<file path="src/rtl/mb_rtu_uart_tx_pkg.sv">
// Shared definitions for the Modbus RTU UART transmitter: state encoding,
// parity codes and frame limits.
package mb_rtu_uart_tx_pkg;

  localparam int unsigned PARITY_NONE   = 0;
  localparam int unsigned PARITY_EVEN   = 1;
  localparam int unsigned PARITY_ODD    = 2;
  localparam int unsigned RTU_MAX_FRAME = 256;

  // bit-time counter width; covers GAP_BITS up to 255
  localparam int unsigned BITN_W = 8;

  typedef enum logic [6:0] {
    ST_IDLE  = 7'b0000001,
    ST_LEAD  = 7'b0000010,
    ST_START = 7'b0000100,
    ST_DATA  = 7'b0001000,
    ST_PAR   = 7'b0010000,
    ST_STOP  = 7'b0100000,
    ST_GAP   = 7'b1000000
  } tx_state_e;

  // 11-bit character: no parity uses two stop bits, otherwise one
  function automatic int unsigned stop_bits(input int unsigned parity);
    return (parity == PARITY_NONE) ? 2 : 1;
  endfunction

endpackage

</file>
<file path="src/rtl/mb_rtu_uart_tx_sync_fifo.sv">
// Single-clock FIFO with first-word-fall-through read data; a write and a
// read may happen in the same cycle.
module mb_rtu_uart_tx_sync_fifo #(
  parameter int unsigned WIDTH = 9,
  parameter int unsigned AW    = 9
) (
  input  logic             clk,
  input  logic             rst_n,
  input  logic             wr_en,
  input  logic [WIDTH-1:0] wr_data,
  input  logic             rd_en,
  output logic [WIDTH-1:0] rd_data,
  output logic             full,
  output logic             empty
);

  logic [WIDTH-1:0] r_mem [2**AW];
  logic [AW:0]      r_wr_ptr;
  logic [AW:0]      r_rd_ptr;
  logic             w_wr;
  logic             w_rd;

  assign empty   = (r_wr_ptr == r_rd_ptr);
  assign full    = (r_wr_ptr[AW] != r_rd_ptr[AW]) &&
                   (r_wr_ptr[AW-1:0] == r_rd_ptr[AW-1:0]);
  assign w_wr    = wr_en && !full;
  assign w_rd    = rd_en && !empty;
  assign rd_data = r_mem[r_rd_ptr[AW-1:0]];

  // storage is not reset; pointers alone define the contents
  always_ff @(posedge clk) begin
    if (w_wr) r_mem[r_wr_ptr[AW-1:0]] <= wr_data;
  end

  always_ff @(posedge clk or negedge rst_n) begin
    if (!rst_n) begin
      r_wr_ptr <= '0;
      r_rd_ptr <= '0;
    end else begin
      if (w_wr) r_wr_ptr <= r_wr_ptr + (AW+1)'(1);
      if (w_rd) r_rd_ptr <= r_rd_ptr + (AW+1)'(1);
    end
  end

endmodule

</file>
<file path="src/rtl/mb_rtu_uart_tx.sv">
// Buffers a Modbus RTU byte burst and serialises it as one UART frame with
// RS-485 driver control and the trailing 3.5-character silence.
module mb_rtu_uart_tx
  import mb_rtu_uart_tx_pkg::*;
#(
  parameter int unsigned CLK_FREQ = 50_000_000,
  parameter int unsigned BAUD     = 9600,
  parameter int unsigned PARITY   = 0,
  parameter int unsigned FIFO_AW  = 9,
  parameter int unsigned DE_LEAD  = 1,
  parameter int unsigned GAP_BITS = 39
) (
  input  logic       clk,
  input  logic       rst_n,
  input  logic       mb_tx_en,
  input  logic [7:0] mb_txd,
  output logic       uart_txd,
  output logic       rs485_de,
  output logic       tx_busy,
  output logic       frame_sent,
  output logic       ovf_err
);

  localparam int unsigned BAUD_DIV = CLK_FREQ / BAUD;
  localparam int unsigned BAUD_W   = (BAUD_DIV > 1) ? $clog2(BAUD_DIV) : 1;
  localparam logic [BAUD_W-1:0] BAUD_LAST = BAUD_W'(BAUD_DIV - 1);
  localparam logic [BITN_W-1:0] LEAD_LAST = BITN_W'((DE_LEAD > 0) ? DE_LEAD - 1 : 0);
  localparam logic [BITN_W-1:0] DATA_LAST = BITN_W'(7);
  localparam logic [BITN_W-1:0] STOP_LAST = BITN_W'(stop_bits(PARITY) - 1);
  localparam logic [BITN_W-1:0] GAP_LAST  = BITN_W'(GAP_BITS - 1);

  logic              r_in_vld;
  logic [7:0]        r_in_byte;
  logic              r_ovf;
  tx_state_e         r_state;
  logic [BAUD_W-1:0] r_baud;
  logic [BITN_W-1:0] r_bitn;
  logic [7:0]        r_shift;
  logic              r_last;
  logic              r_par;
  logic              r_txd;
  logic              r_de;
  logic              r_busy;
  logic              r_fs;

  logic [8:0]        w_wr_data;
  logic [8:0]        w_rd_data;
  logic              w_full;
  logic              w_empty;
  logic              w_bit_end;
  logic              w_pop;

  // the byte is tagged last when the burst has ended by the time it is written
  assign w_wr_data = {~mb_tx_en, r_in_byte};
  assign w_bit_end = (r_baud == BAUD_LAST);

  mb_rtu_uart_tx_sync_fifo #(
    .WIDTH (9),
    .AW    (FIFO_AW)
  ) u_fifo (
    .clk     (clk),
    .rst_n   (rst_n),
    .wr_en   (r_in_vld),
    .wr_data (w_wr_data),
    .rd_en   (w_pop),
    .rd_data (w_rd_data),
    .full    (w_full),
    .empty   (w_empty)
  );

  always_ff @(posedge clk or negedge rst_n) begin
    if (!rst_n) begin
      r_in_vld  <= 1'b0;
      r_in_byte <= '0;
      r_ovf     <= 1'b0;
    end else begin
      r_in_vld  <= mb_tx_en;
      r_in_byte <= mb_txd;
      if (r_in_vld && w_full) r_ovf <= 1'b1;
    end
  end

  // every transition into START pops the next character
  assign w_pop = ((r_state == ST_IDLE) && !w_empty && (DE_LEAD == 0)) ||
                 ((r_state == ST_LEAD) && w_bit_end && (r_bitn == LEAD_LAST)) ||
                 ((r_state == ST_STOP) && w_bit_end && (r_bitn == STOP_LAST) &&
                  !r_last && !w_empty);

  always_ff @(posedge clk or negedge rst_n) begin
    if (!rst_n) begin
      r_state <= ST_IDLE;
      r_baud  <= '0;
      r_bitn  <= '0;
      r_shift <= '0;
      r_last  <= 1'b0;
      r_par   <= 1'b0;
      r_txd   <= 1'b1;
      r_de    <= 1'b0;
      r_busy  <= 1'b0;
      r_fs    <= 1'b0;
    end else begin
      r_fs   <= 1'b0;
      r_baud <= w_bit_end ? '0 : r_baud + BAUD_W'(1);
      case (r_state)
        ST_IDLE: begin
          r_baud <= '0;
          r_bitn <= '0;
          if (!w_empty) begin
            r_de   <= 1'b1;
            r_busy <= 1'b1;
            if (DE_LEAD != 0) r_state <= ST_LEAD;
          end
        end
        ST_LEAD: begin
          if (w_bit_end) r_bitn <= r_bitn + BITN_W'(1);
        end
        ST_START: begin
          if (w_bit_end) begin
            r_state <= ST_DATA;
            r_txd   <= r_shift[0];
            r_par   <= r_shift[0];
            r_shift <= r_shift >> 1;
            r_bitn  <= '0;
          end
        end
        ST_DATA: begin
          if (w_bit_end) begin
            if (r_bitn == DATA_LAST) begin
              r_bitn <= '0;
              if (PARITY != PARITY_NONE) begin
                r_state <= ST_PAR;
                r_txd   <= (PARITY == PARITY_ODD) ? ~r_par : r_par;
              end else begin
                r_state <= ST_STOP;
                r_txd   <= 1'b1;
              end
            end else begin
              r_txd   <= r_shift[0];
              r_par   <= r_par ^ r_shift[0];
              r_shift <= r_shift >> 1;
              r_bitn  <= r_bitn + BITN_W'(1);
            end
          end
        end
        ST_PAR: begin
          if (w_bit_end) begin
            r_state <= ST_STOP;
            r_txd   <= 1'b1;
            r_bitn  <= '0;
          end
        end
        ST_STOP: begin
          if (w_bit_end) begin
            if (r_bitn != STOP_LAST) begin
              r_bitn <= r_bitn + BITN_W'(1);
            end else if (r_last || w_empty) begin
              r_state <= ST_GAP;
              r_de    <= 1'b0;
              r_bitn  <= '0;
            end
          end
        end
        ST_GAP: begin
          if (w_bit_end) begin
            if (r_bitn == GAP_LAST) begin
              r_state <= ST_IDLE;
              r_fs    <= 1'b1;
              r_busy  <= !w_empty;
              r_bitn  <= '0;
            end else begin
              r_bitn <= r_bitn + BITN_W'(1);
            end
          end
        end
        default: r_state <= ST_IDLE;
      endcase
      if (w_pop) begin
        r_state <= ST_START;
        r_txd   <= 1'b0;
        r_shift <= w_rd_data[7:0];
        r_last  <= w_rd_data[8];
        r_bitn  <= '0;
        r_baud  <= '0;
      end
    end
  end

  assign uart_txd   = r_txd;
  assign rs485_de   = r_de;
  assign tx_busy    = r_busy;
  assign frame_sent = r_fs;
  assign ovf_err    = r_ovf;

endmodule

</file>
<file path="config.mk">
export PLATFORM = sky130hd
export DESIGN_NAME = mb_rtu_uart_tx
export DESIGN_NICKNAME = d
export VERILOG_FILES = /design/src/rtl/mb_rtu_uart_tx_pkg.sv /design/src/rtl/mb_rtu_uart_tx_sync_fifo.sv /design/src/rtl/mb_rtu_uart_tx.sv
export SDC_FILE = /design/constraint.sdc
export NUM_CORES = 2
export LEC_CHECK = 0
export CORE_UTILIZATION = 30
export CTS_CLUSTER_SIZE = 30
export DETAILED_ROUTE_END_ITERATION = 8
export REMOVE_ABC_BUFFERS = 1
export SYNTH_ARGS = -nofsm -noshare
export SYNTH_HDL_FRONTEND = slang
export SYNTH_MEMORY_MAX_BITS = 65536
export SYNTH_SLANG_ARGS = --single-unit
</file>
<file path="constraint.sdc">
create_clock -name clk -period 10.63 [get_ports clk]
set_input_delay 2.126 -clock clk [delete_from_list [all_inputs] [get_ports clk]]
set_output_delay 2.126 -clock clk [all_outputs]
set_load 0.01 [all_outputs]
</file>
==> results.md <==
- Synth cell types: 96
- Vias in the first global route: around 90000
- Largest area contributor in the netlist: edfxtp_1
- Most frequent cells in the layout: 4608 x edfxtp_1, 955 x mux4_2, 657 x nor2_1
- Crit path launch: u_fifo.r_rd_ptr[1]$_DFFE_PN0P_
- Clock share of power: 0.427
- Setup TNS: 0 ns
- Routed via count: 91100
- Share of cells above drive strength 1: 0.214
- Largest net degree at the start of global routing: 184
- Commonest non-fill, non-tap cell in the layout: edfxtp_1
- Synthesized instance count: 8764
- Top_reg_cell synth: edfxtp_1
- P_sw: ~8.1 mW
- Max clock buf depth: 4
- Netlist area before placement: 183000 um^2
- Crit. End Element: register
- Hold buffer count at CTS: 0
- PortBufs: 15
- Chip height: 784 um
- CTS tree: yes
- Number of flops mapped to enable cells by yosys: 4608
- Total CTS buffers: 450
- HP Class: reg2reg
- Fin crit share: 0.551
- Ys Warns: 0
- Placer Congestion: 0.838
- Wire length per cell: about 29 um
- CP Class: reg2reg
- Async S/R FF share, synth: 0.0150
- CP max FO: 105
- Max_slew headroom: -0.0187
- Initial antenna violation count: 25
- Final Non-Filler Cells: 17400
- Switching Share: 0.215
- Dpl cells: between 15000 and 20000
- Synth area leaders: edfxtp_1 76%, mux4_2 12%, mux2i_1 2.5%
- Die Area: around 600000 um^2
- CP Launch Type: register
- CTS resizes: 0
- # Max-Cap Violations: 2
- Postcts setup bufs: 0
- Cell leakage power: roughly 61 nW
- Global route total overflow: 0
- GRT Util Overall: 0.159
- Width of the die: roughly 780 um
- IO Pins: 16
- Outcome: finished, violations left
- Nets: 8933
- Logic gate share of total power: 0.029
- Avg Inst Size Synth: 20.9 um^2
- Core Rows: 286
- Max-slew violation count: 2
- CTS H-Tree Depth: 5
- Core ar.: 608000 um^2
- Via density: 5.25
- Hold Path Origin: r_baud[0]$_DFF_PN0_
- PD cells: roughly 180 nW/um^2
- Failing checks: capacitance limit, slew limit
- Max frequency: 171 MHz
- Clk sinks: 4678
- # setup viols final: 0
- Detailed-placement wirelength estimate: approximately 300 mm
- Drt total wl: 505 mm
- Peak supply drop: 141 uV
- CP arrival: approximately 6.8 ns
- Tightest Pin Transition: 1.52 ns
- Worst-path clk slew: 0.07 ns
- P&R area growth vs syn: 12.8%
- Pint: slightly below 30 mW
- First-pass GRT wire length: 709 mm
- DRC Markers: 0
- Final Hold Fails: 0
- Final ANT Viol Nets: 0
- Seq pwr share: 0.544
- Reg2reg start: u_fifo.r_rd_ptr[1]$_DFFE_PN0P_
- Pwr Total: between 30 and 40 mW
- Finished Cell Area: 207000 um^2
- Synth top area share: 0.755
- Critical Path RT: 11.58 ns
- Max Clock Skew: ~0.060 ns
- CTS root buf: clkbuf_16
- DP Area: 192000 um^2
- Flops & latches, synth: approximately 4700
- RSZ-0062 raised after global routing: no
- Clk_lat worst skew: 1.03 ns
- DR pass1 iterations: 5
- Initial Util: 0.302
- Post-route minimum period: around 5.9 ns
- Iter 0 DRT Violations: between 10000 and 15000
- Register area share after synthesis: 0.765
[registers in the layout, indices dropped and copies added (netlist names), 6 cells and up]
name	flops
r_bitn	8
u_fifo.r_wr_ptr	10
r_baud	13
u_fifo.r_mem	4608
r_state	6
u_fifo.r_rd_ptr	10
r_in_byte	8
r_shift	8
[logic make-up (layout without fill, tap and decap cells)]
logic type	Yosys count	count (layout)	share of synthesized area
mux	1451	1451	0.148
buf+inv	570	1089	0.0227
fa+ha+maj	10	10	0.000683
flops	4678	4678	0.765
compound gates	766	766	0.0311
simple gates	1250	1250	0.0313
xor+xnor	39	39	0.00186
other cells	0	8	0
[stage by stage]
stage / setup slack, ns / hold slack (ns) / utilization
after global placement: 4.69 / 0.473 / 0.316
after detailed placement: 4.77 / 0.482 / 0.316
after floorplan: -46.37 / 0.448 / -
after CTS: 4.78 / 0.494 / 0.340
final: 4.78 / 0.497 / 0.340
after global routing: 4.69 / 0.513 / 0.340
[power groups by stage]
stage	clock (mW)	sequential, mW	combinational, mW
after floorplan	0	21.0	0.304
after global placement	0	20.8	1.06
after detailed placement	0	20.8	1.08
after CTS	16.2	20.5	1.08
after global routing	16.9	20.5	1.12
final	16.0	20.5	1.08
[routing by layer]
layer	part of all wire	track usage	up-vias	routed length (um)
li1	-	-	36900	-
met1	0.41	0.222	48800	205000
met2	0.47	0.251	4480	236000
met3	0.088	0.0283	850	44600
met4	0.039	0.0568	2	19800
met5	0.000026	0	-	13
[critical path: stages (launching register included)]
cell and delay (ns):
dfrtp_4 0.74, buf_4 0.48, or2_4 0.59, buf_12 0.33, o221ai_2 0.48, o221ai_1 0.21
nor4_1 1.14, nand3_1 0.43, a31oi_1 0.74, nand4_1 0.18, a31oi_1 0.20
[cells in the mapped netlist (12+ instances only)]
| cell | number |
|---|---|
| a21oi_1 | 102 |
| xnor2_1 | 17 |
| a22o_1 | 31 |
| a32oi_1 | 13 |
| clkbuf_1 | 212 |
| o22ai_1 | 84 |
| nor4_1 | 67 |
| a31oi_1 | 23 |
| buf_8 | 18 |
| buf_1 | 27 |
| mux4_1 | 37 |
| a211oi_1 | 16 |
| inv_1 | 12 |
| nand3_1 | 98 |
| nor2_1 | 662 |
| o21ai_0 | 88 |
| a221oi_1 | 22 |
| buf_4 | 43 |
| nand2_1 | 145 |
| mux2i_1 | 452 |
| and3_1 | 28 |
| edfxtp_1 | 4608 |
| dfrtp_1 | 68 |
| buf_6 | 56 |
| nand4_1 | 29 |
| o221ai_1 | 117 |
| buf_12 | 56 |
| or3_1 | 19 |
| clkbuf_8 | 14 |
| mux4_2 | 955 |
| nor3_1 | 97 |
| o221ai_2 | 27 |
| buf_2 | 125 |
| a22oi_1 | 153 |
| xor2_1 | 22 |
[final timing paths]
kind | endpoint | slack, ns | cells past startpoint
min in group asynchronous | r_in_byte[6]$_DFF_PN0_ | 1.04 | 1
worst min-delay path | r_baud[0]$_DFF_PN0_ | 0.50 | 1
worst max register to register | r_shift[6]$_DFFE_PN0P_ | 4.78 | 10
worst max-delay path | r_shift[6]$_DFFE_PN0P_ | 4.78 | 10
worst min register to register | r_baud[0]$_DFF_PN0_ | 0.50 | 1
max in group asynchronous | r_baud[7]$_DFF_PN0_ | 8.32 | 2
[area by class of cell]
cell class | instances | area [um^2]
antenna | 8 | 20.0
sequential | 4678 | 140000
timing repair buffer | 251 | 2300
clock buffer | 549 | 11800
tap | 8064 | 10100
clock inverter | 274 | 2850
multi-input combinational | 3516 | 39400
inverter | 15 | 78.8
fill | 56500 | 401000
(Power assumes the default switching activity.)
